**config.mk**
```make
export PLATFORM = sky130hd
export DESIGN_NAME = cwalk_ctrl
export DESIGN_NICKNAME = d
export VERILOG_FILES = /design/src/rtl/cwalk_pkg.sv /design/src/rtl/cwalk_ctrl_tick_gen.sv /design/src/rtl/cwalk_ctrl.sv
export SDC_FILE = /design/constraint.sdc
export NUM_CORES = 1
export LEC_CHECK = 0
export CAP_MARGIN = 30
export CORE_AREA = 2 2 74 76
export DETAILED_ROUTE_END_ITERATION = 10
export DIE_AREA = 0 0 76 78
export MAX_ROUTING_LAYER = met4
export SLEW_MARGIN = 10
export SYNTH_ARGS = -nofsm -noshare
export SYNTH_HDL_FRONTEND = slang
export SYNTH_SLANG_ARGS = --single-unit
export TNS_END_PERCENT = 20
```
**constraint.sdc**
```tcl
create_clock -name clk -period 2.45 [get_ports clk]
set_input_delay 0.735 -clock clk [delete_from_list [all_inputs] [get_ports clk]]
set_output_delay 0.735 -clock clk [all_outputs]
set_load 0.005 [all_outputs]
```
**src/rtl/cwalk_pkg.sv**
```systemverilog
// Shared definitions for the crosswalk controller.
//   state_e : crosswalk FSM state encoding (3 bits)
//   TIMER_W : width of the per-state tick down-counter
package cwalk_pkg;

    localparam int TIMER_W = 4;

    typedef enum logic [2:0] {
        GREEN   = 3'd0,
        YELLOW  = 3'd1,
        ALLRED1 = 3'd2,
        WALK    = 3'd3,
        FLASH   = 3'd4,
        ALLRED2 = 3'd5
    } state_e;

endpackage

```
**src/rtl/cwalk_ctrl_tick_gen.sv**
```systemverilog
// Prescaler producing a one-cycle tick every TICK_DIV clock cycles.
// Ports:
//   clk  : system clock, rising edge
//   clr  : synchronous active-high clear, forces the count to 0
//   tick : high for the one cycle in which the count equals TICK_DIV-1
module tick_gen #(
    parameter int TICK_DIV = 50_000_000
) (
    input  logic clk,
    input  logic clr,
    output logic tick
);

    localparam int              CNT_W = $clog2(TICK_DIV);
    localparam logic [CNT_W-1:0] LAST = CNT_W'(TICK_DIV - 1);

    logic [CNT_W-1:0] cnt_q;

    assign tick = (cnt_q == LAST);

    // NOTE: registers are written with <= so every flop in the design samples
    // pre-edge values, regardless of the order the always_ff blocks run in.
    always_ff @(posedge clk) begin
        if (clr) begin
            cnt_q <= '0;
        end else if (tick) begin
            cnt_q <= '0;
        end else begin
            cnt_q <= cnt_q + CNT_W'(1);
        end
    end

endmodule

```
**src/rtl/cwalk_ctrl.sv**
```systemverilog
// Crosswalk sequencing FSM fed by the pedestrian request latch.
// Ports:
//   clk         : system clock, rising edge
//   clr         : synchronous active-high reset, highest priority
//   walk_req    : latched pedestrian request (q of the upstream latch)
//   req_clr     : clear strobe back to the request latch
//   car_green   : car green lamp
//   car_yellow  : car yellow lamp
//   car_red     : car red lamp
//   walk_on     : pedestrian WALK lamp
//   dontwalk_on : pedestrian DON'T-WALK lamp
//   count_out   : remaining pedestrian ticks (0 outside WALK/FLASH)
module cwalk_ctrl
    import cwalk_pkg::*;
#(
    parameter int TICK_DIV  = 50_000_000,
    parameter int GREEN_MIN = 10,
    parameter int YELLOW_T  = 3,
    parameter int ALLRED_T  = 1,
    parameter int WALK_T    = 8,
    parameter int FLASH_T   = 5
) (
    input  logic               clk,
    input  logic               clr,
    input  logic               walk_req,
    output logic               req_clr,
    output logic               car_green,
    output logic               car_yellow,
    output logic               car_red,
    output logic               walk_on,
    output logic               dontwalk_on,
    output logic [TIMER_W-1:0] count_out
);

    // Timer load values: a state lasting DUR ticks counts DUR-1 down to 0.
    localparam logic [TIMER_W-1:0] GREEN_LD  = TIMER_W'(GREEN_MIN - 1);
    localparam logic [TIMER_W-1:0] YELLOW_LD = TIMER_W'(YELLOW_T - 1);
    localparam logic [TIMER_W-1:0] ALLRED_LD = TIMER_W'(ALLRED_T - 1);
    localparam logic [TIMER_W-1:0] WALK_LD   = TIMER_W'(WALK_T - 1);
    localparam logic [TIMER_W-1:0] FLASH_LD  = TIMER_W'(FLASH_T - 1);

    logic               tick;
    state_e             state_q;
    logic [TIMER_W-1:0] timer_q;
    logic               flash_q;

    tick_gen #(
        .TICK_DIV (TICK_DIV)
    ) u_tick_gen (
        .clk  (clk),
        .clr  (clr),
        .tick (tick)
    );

    always_ff @(posedge clk) begin
        if (clr) begin
            state_q <= GREEN;
            timer_q <= GREEN_LD;
            flash_q <= 1'b0;
        end else if (tick) begin
            if (timer_q != '0) begin
                timer_q <= timer_q - TIMER_W'(1);
                if (state_q == FLASH) begin
                    flash_q <= ~flash_q;
                end
            end else begin
                unique case (state_q)
                    // Timer stays at 0 while idle, so a request is taken on
                    // the very next tick after it appears.
                    GREEN: begin
                        if (walk_req) begin
                            state_q <= YELLOW;
                            timer_q <= YELLOW_LD;
                        end
                    end
                    YELLOW: begin
                        state_q <= ALLRED1;
                        timer_q <= ALLRED_LD;
                    end
                    ALLRED1: begin
                        state_q <= WALK;
                        timer_q <= WALK_LD;
                    end
                    WALK: begin
                        state_q <= FLASH;
                        timer_q <= FLASH_LD;
                        flash_q <= 1'b1;
                    end
                    FLASH: begin
                        state_q <= ALLRED2;
                        timer_q <= ALLRED_LD;
                    end
                    ALLRED2: begin
                        state_q <= GREEN;
                        timer_q <= GREEN_LD;
                    end
                    default: begin
                        state_q <= GREEN;
                        timer_q <= GREEN_LD;
                    end
                endcase
            end
        end
    end

    // Moore decode straight from the state register, so lamps follow the
    // state in the same cycle it changes.
    assign car_green   = (state_q == GREEN);
    assign car_yellow  = (state_q == YELLOW);
    assign car_red     = (state_q == ALLRED1) || (state_q == WALK) ||
                         (state_q == FLASH)   || (state_q == ALLRED2);
    assign walk_on     = (state_q == WALK);
    assign dontwalk_on = (state_q == FLASH) ? flash_q
                                            : (state_q != WALK);
    assign count_out   = ((state_q == WALK) || (state_q == FLASH))
                         ? timer_q + TIMER_W'(1) : '0;

    // Holding the latch clear through WALK discards presses made while the
    // pedestrians already have the crossing.
    assign req_clr     = clr || (state_q == WALK);

endmodule

```
==> results of run 1 <==
flip-flops by register name, summed over array words and instances, names as in the netlist:
| name | flops |
|---|---|
| flash_q | 1 |
| state_q | 3 |
| u_tick_gen.cnt_q | 26 |
| timer_q | 4 |
area by class of cell:
cell class	count	area (um^2)	share of cell area, %
Clock buffer	6	82.58	3.763
Clock inverter	2	12.51	0.5701
Sequential cell	34	688.2	31.36
Inverter	11	41.29	1.881
Tap cell	70	87.58	3.991
Timing Repair Buffer	33	277.8	12.66
Multi-Input combinational cell	165	1005	45.78
synth_stat cells (3+ instances only):
cell       n  share of area, %
dfxtp_1   34                39
xnor2_1   12               6.1
buf_2      4               1.2
or4_1      6               2.6
nand3_1   16               4.6
nand2_1   14               3.0
a21oi_1   11               3.2
clkbuf_1   5               1.1
nor2_1    41               8.9
ha_1       4               2.9
o21ai_0    5               1.4
nor3_1     6               1.7
inv_1     11               2.4
and3_1     5               1.8
nand4_1    9               3.2
xor2_1    14               7.1
nor4_1     3               1.1
timing repair:
item / 4_1_cts / 5_1_grt
buffers inserted: 0 / 0
cloned: 0 / 0
resized for setup: 6 / 10
setup endpoints to repair: 7 / 7
cell families (layout without fill, tap and decap cells):
family,count (synthesis),in the layout,share of synthesized area [%]
adder cells (fa/ha/maj),4,4,2.882
buffers and inverters,21,52,4.899
flip-flops,34,34,39.19
multiplexers,1,1,0.5764
AND/OR/NAND/NOR,113,113,32.35
AO/OA/AOI/OAI,21,21,6.989
XOR/XNOR,26,26,13.11
worst max path at each step:
stage          cells past startpoint                  from  slack (ps)    endpoint
3_3_place_gp                       3                   clr        -210     req_clr
2_1_floorplan                      6  u_tick_gen.cnt_q[16]          20  timer_q[2]
4_1_cts                            5  u_tick_gen.cnt_q[16]           7  timer_q[2]
5_1_grt                            5  u_tick_gen.cnt_q[16]         -20  timer_q[2]
6_report                           5  u_tick_gen.cnt_q[16]          40  timer_q[2]
3_5_place_dp                       3                   clr        -240     req_clr
power groups by stage:
stage | clock [W] | sequential, W | combinational (W)
final | 0.000425 | 0.000560 | 0.0000305
after global routing | 0.000470 | 0.000560 | 0.0000351
after global placement | 0 | 0.000573 | 0.0000316
after detailed placement | 0 | 0.000574 | 0.0000322
after floorplan | 0 | 0.000573 | 0.0000188
after CTS | 0.000445 | 0.000561 | 0.0000311
per-layer routing:
layer / vias up / track usage [%]
met5: - / -
met1: 735 / 15.38
met4: 0 / 4.545
met2: 24 / 23.13
met3: 4 / 2.907
li1: 809 / -
worst register-to-register path, cell delays in order (launching register included):
cell and delay (ps):
dfxtp_2 320, or4_4 520, or4_4 530, or3_4 370, or4_4 490, a21oi_2 130
through the flow:
step	utilization (%)	worst slack, ps	instances	total power, W	cell area (um^2)
global route	43.52	-22.06	321	0.001065	2195
floorplan	-	21.97	220	0.0005915	1738
detailed placement	40.84	-242.0	313	0.0006057	2059
CTS	42.90	7.146	321	0.001037	2163
global placement	40.84	-207.6	313	0.0006050	2059
finish	43.52	36.70	321	0.001015	2195
==> flow_summary.json, run 1 <==
{
  "p_sw_w": 0.0002209,
  "peakVddDrop_v": 0.0003324,
  "area_growth_pct": 26.37,
  "worstReg2RegStart": "u_tick_gen.cnt_q[16]",
  "layout_commonest_cell": "nor2_1",
  "core_area_mm2": 0.005042,
  "clock_skew_ps": 8.008,
  "yosysWarningCount": 0,
  "fill_cells": 530,
  "finalSetupViolations": 0,
  "clk_pin_slew_worst_paths_ps": 70,
  "crit_path_max_fanout": 5,
  "fin_nets": 257,
  "async_flop_share_pct": 0,
  "cp-start-kind": "register",
  "worst_pin_slew_ps": 325.5,
  "ys_types": 33,
  "slew_headroom_pct": 78.10,
  "crit_buf_inv": 0,
  "worstPathRequired_ps": 2670,
  "htree_levels": 2,
  "num_vias": 1572,
  "min-delay-start": "u_tick_gen.cnt_q[0]",
  "ios": 13,
  "final_cell_mix": "nor2_1 (40), dfxtp_1 (30), buf_4 (21), nand3_1 (16)",
  "grt_max_degree": 15,
  "gp_congestion": 0.8110,
  "crit_chain": "or4_4 -> or4_4 -> or3_4 -> or4_4 -> a21oi_2",
  "wirelength_um": 3591,
  "pwr-share-comb_pct": 3.0,
  "initialDrtViolationCount": 60,
  "rsz0062_at_grt": "true",
  "wl_met3_um": 116,
  "synth_top_flop_cell": "dfxtp_1",
  "whs_endpoint": "u_tick_gen.cnt_q[0]",
  "rr_worst_depth": 5,
  "crit_family": "simple AND/OR/NAND/NOR gates",
  "highest-signal-layer": "met4",
  "grtUsageTotal_pct": 13.34,
  "synth-seq-cells": 34,
  "syn_avg_cell_area_um2": 7.894,
  "cpMostUsedCell": "or4_4",
  "tritoncts": "done",
  "synth_nets": 227,
  "regToRegSetupSlack_ps": 40,
  "drc": 0,
  "outcome": "finished clean",
  "setup_tns_ps": 0,
  "drive_gt1_share_pct": 17.13,
  "die_x_um": 76,
  "worstReg2RegEnd": "timer_q[2]",
  "slew_viol_final": 0,
  "antenna_left": 0,
  "numCtsBuffers": 5,
  "clk_latency_ps": 280,
  "drt-vias-per-instance": 4.897,
  "wire_per_inst_um": 11.19,
  "seq_power_share_pct": 55.1,
  "max_freq_mhz": 414.4,
  "hold_viol_final": 0,
  "wl_met2_um": 1738,
  "synth_edf_count": 0,
  "cp.arrival_ps": 2630,
  "m1WireLength_um": 1706,
  "fin_crit_sh_pct": 98.50,
  "cts_buffer_depth": 2,
  "hold_class": "reg -> reg",
  "insertedDiodeCount": 0,
  "antenna_found_initial": 0,
  "clock_power_share_pct": 41.9,
  "ys_seq_area_share_pct": 39.19,
  "end_kind": "register",
  "dp_hpwl_um": 2616,
  "rows": 26,
  "cpMaxStageDelayCell": "or4_4",
  "syn_area_mm2": 0.001737,
  "die_h_um": 78,
  "first_pass_iters": 4,
  "clockRootBuffer": "clkbuf_8",
  "dieArea_mm2": 0.005928,
  "cts_num_sinks": 34,
  "p_per_area_mw_per_mm2": 462.5,
  "cts_hold_buf": 0,
  "hold_ws_ps": 461.8,
  "portBuffers": 12,
  "setup.worst_path.class": "reg -> reg",
  "leakage_nw": 0.8290,
  "fin_crit_ps": 2413,
  "slowest_delay_ps": 530,
  "initial_core_util_pct": 34.44,
  "netSwitchingFraction_pct": 21.76,
  "hold_path_depth": 1,
  "grt_pass1_vias": 1507,
  "syn_inst": 220,
  "power.internal_w": 0.0007942,
  "grt_pass1_wl_um": 6396,
  "overflow": 0,
  "drv_cap": 0
}
(Power assumes the default switching activity.)
==> inputs of run 2 (changes only) <==
PLACE_DENSITY = 0.56   (was default)
==> run 2 against run 1 <==
Effect of this change: the flow now finishes with violations (negative setup slack); non-clock buffer count rose by 2; count of clock-buffer cells in the layout is 1 higher; power is 0.47% higher; die area is the same; design area rose by 1.1%.
==> flow_summary.json, run 2 (synthesis gave the netlist of run 1 again) <==
{
  "clock_skew_ps": 4.947,
  "top_register": "u_tick_gen.cnt_q",
  "stdcell_count": 323,
  "worst_pin_slew_ps": 302.7,
  "cts_buffer_depth": 2,
  "insertedDiodeCount": 0,
  "dp_slack_ps": -207.3,
  "crit_path_max_fanout": 6,
  "slew_headroom_pct": 79.63,
  "crit_chain": "or4b_1 -> or4_4 -> or3_4 -> or4_4 -> a21oi_2",
  "final_cell_mix": "nor2_1 (40), dfxtp_1 (30), buf_4 (22), nand3_1 (15), xor2_1 (14)",
  "cp.arrival_ps": 2680,
  "p_sw_w": 0.0002226,
  "pwr-share-comb_pct": 3.3,
  "wirelength_um": 3713,
  "power.internal_w": 0.0007972,
  "fin_nets": 259,
  "finalSetupViolations": 1,
  "numCtsBuffers": 5,
  "grt_pass1_wl_um": 6306,
  "outcome": "finished, violations left",
  "leakage_nw": 0.8281,
  "core_area_mm2": 0.005042,
  "fin_crit_sh_pct": 100.4,
  "largest_reg_flops": 26,
  "htree_levels": 2,
  "top_regs": "u_tick_gen.cnt_q (26), timer_q (4), state_q (3)",
  "grtUsageTotal_pct": 13.51,
  "setup.worst_path.class": "reg -> reg",
  "netSwitchingFraction_pct": 21.83,
  "rows": 26,
  "seq_power_share_pct": 54.9,
  "slew_viol_final": 0,
  "rsz0062_at_grt": "true",
  "ios": 13,
  "grt_pass1_vias": 1421,
  "drt-vias-per-instance": 4.746,
  "first_pass_iters": 4,
  "tritoncts": "done",
  "grt_max_degree": 18,
  "num_vias": 1533,
  "peakVddDrop_v": 0.0002050,
  "portBuffers": 12,
  "clock_power_share_pct": 41.9,
  "initial_core_util_pct": 34.44,
  "gp_congestion": 0.7893,
  "dp_hpwl_um": 2639,
  "die_h_um": 78,
  "antenna_left": 0,
  "max_freq_mhz": 406.5,
  "p_per_area_mw_per_mm2": 459.5,
  "area_growth_pct": 27.81,
  "setup_slack_ps": -9.988,
  "cts_num_sinks": 34,
  "clk_pin_slew_worst_paths_ps": 70,
  "die_x_um": 76,
  "antenna_found_initial": 0,
  "layout_commonest_cell": "nor2_1",
  "slowest_delay_ps": 520,
  "initialDrtViolationCount": 64,
  "hold_viol_final": 0,
  "crit_buf_inv": 0,
  "dp_cells": 311,
  "fin_crit_ps": 2460,
  "cpMostUsedCell": "or4_4",
  "drv_cap": 0,
  "cp-start-kind": "register",
  "drive_gt1_share_pct": 18.58,
  "violations": "negative setup slack",
  "hold_class": "reg -> reg",
  "overflow": 0,
  "end_kind": "register",
  "cts_hold_buf": 0,
  "clockRootBuffer": "clkbuf_8",
  "drc": 0,
  "clk_latency_ps": 280,
  "worstPathRequired_ps": 2670,
  "crit_family": "simple AND/OR/NAND/NOR gates",
  "dieArea_mm2": 0.005928,
  "wire_per_inst_um": 11.50,
  "cpMaxStageDelayCell": "or4_4"
}
run 2: cell type report:
| type | instances | area (um^2) |
|---|---|---|
| timing repair buffer | 35 | 302.8 |
| sequential | 34 | 688.2 |
| clock inverter | 1 | 5.005 |
| multi-input combinational | 165 | 1008 |
| inverter | 11 | 41.29 |
| clock buffer | 7 | 86.33 |
| fill | 510 | 2823 |
| tap | 70 | 87.58 |
run 2: worst register-to-register path: stages (launching register included):
cell     delay (ps)
dfxtp_2         330
or4b_1          510
or4_4           520
or3_4           430
or4_4           490
a21oi_2         120
run 2: worst paths after layout:
| kind | cells past startpoint | end | slack [ps] | from |
|---|---|---|---|---|
| worst max-delay path | 5 | timer_q[2] | -10 | u_tick_gen.cnt_q[24] |
| worst min-delay path | 1 | u_tick_gen.cnt_q[0] | 470 | u_tick_gen.cnt_q[0] |
| worst max register to register | 5 | timer_q[2] | -10 | u_tick_gen.cnt_q[24] |
| worst min register to register | 1 | u_tick_gen.cnt_q[0] | 470 | u_tick_gen.cnt_q[0] |
run 2: stage by stage:
stage	utilization (%)	total power, W	hold WS, ps	TNS [ps]	instance area, um^2
6_report	44.02	0.001020	469.9	-9.988	2220
5_1_grt	44.02	0.001071	497.3	-155.8	2220
4_1_cts	42.80	0.001041	473.0	0	2158
3_5_place_dp	40.79	0.0006076	457.2	-223.7	2057
3_3_place_gp	40.79	0.0006075	445.7	-202.4	2057
2_1_floorplan	-	0.0005915	429.7	0	1738
run 2: timing repair:
action,in CTS,in global routing
pin swaps,0,3
gates resized for setup,6,11
endpoints found under the setup margin,6,6
buffers inserted,0,4
run 2: power by group through the flow:
| stage | registers, W | logic [W] | clock network, W |
|---|---|---|---|
| global route | 0.000560 | 0.0000379 | 0.000473 |
| global placement | 0.000573 | 0.0000341 | 0 |
| finish | 0.000560 | 0.0000332 | 0.000427 |
| floorplan | 0.000573 | 0.0000188 | 0 |
| CTS | 0.000560 | 0.0000333 | 0.000447 |
| detailed placement | 0.000573 | 0.0000342 | 0 |
run 2: per-layer routing:
| metal | global-route usage (%) | vias up | routed length (um) |
|---|---|---|---|
| li1 | - | 812 | - |
| met1 | 17.53 | 698 | 1854 |
| met2 | 20.54 | 21 | 1723 |
| met3 | 3.953 | 2 | 119 |
| met4 | 4.000 | 0 | 16 |
| met5 | - | - | 0 |
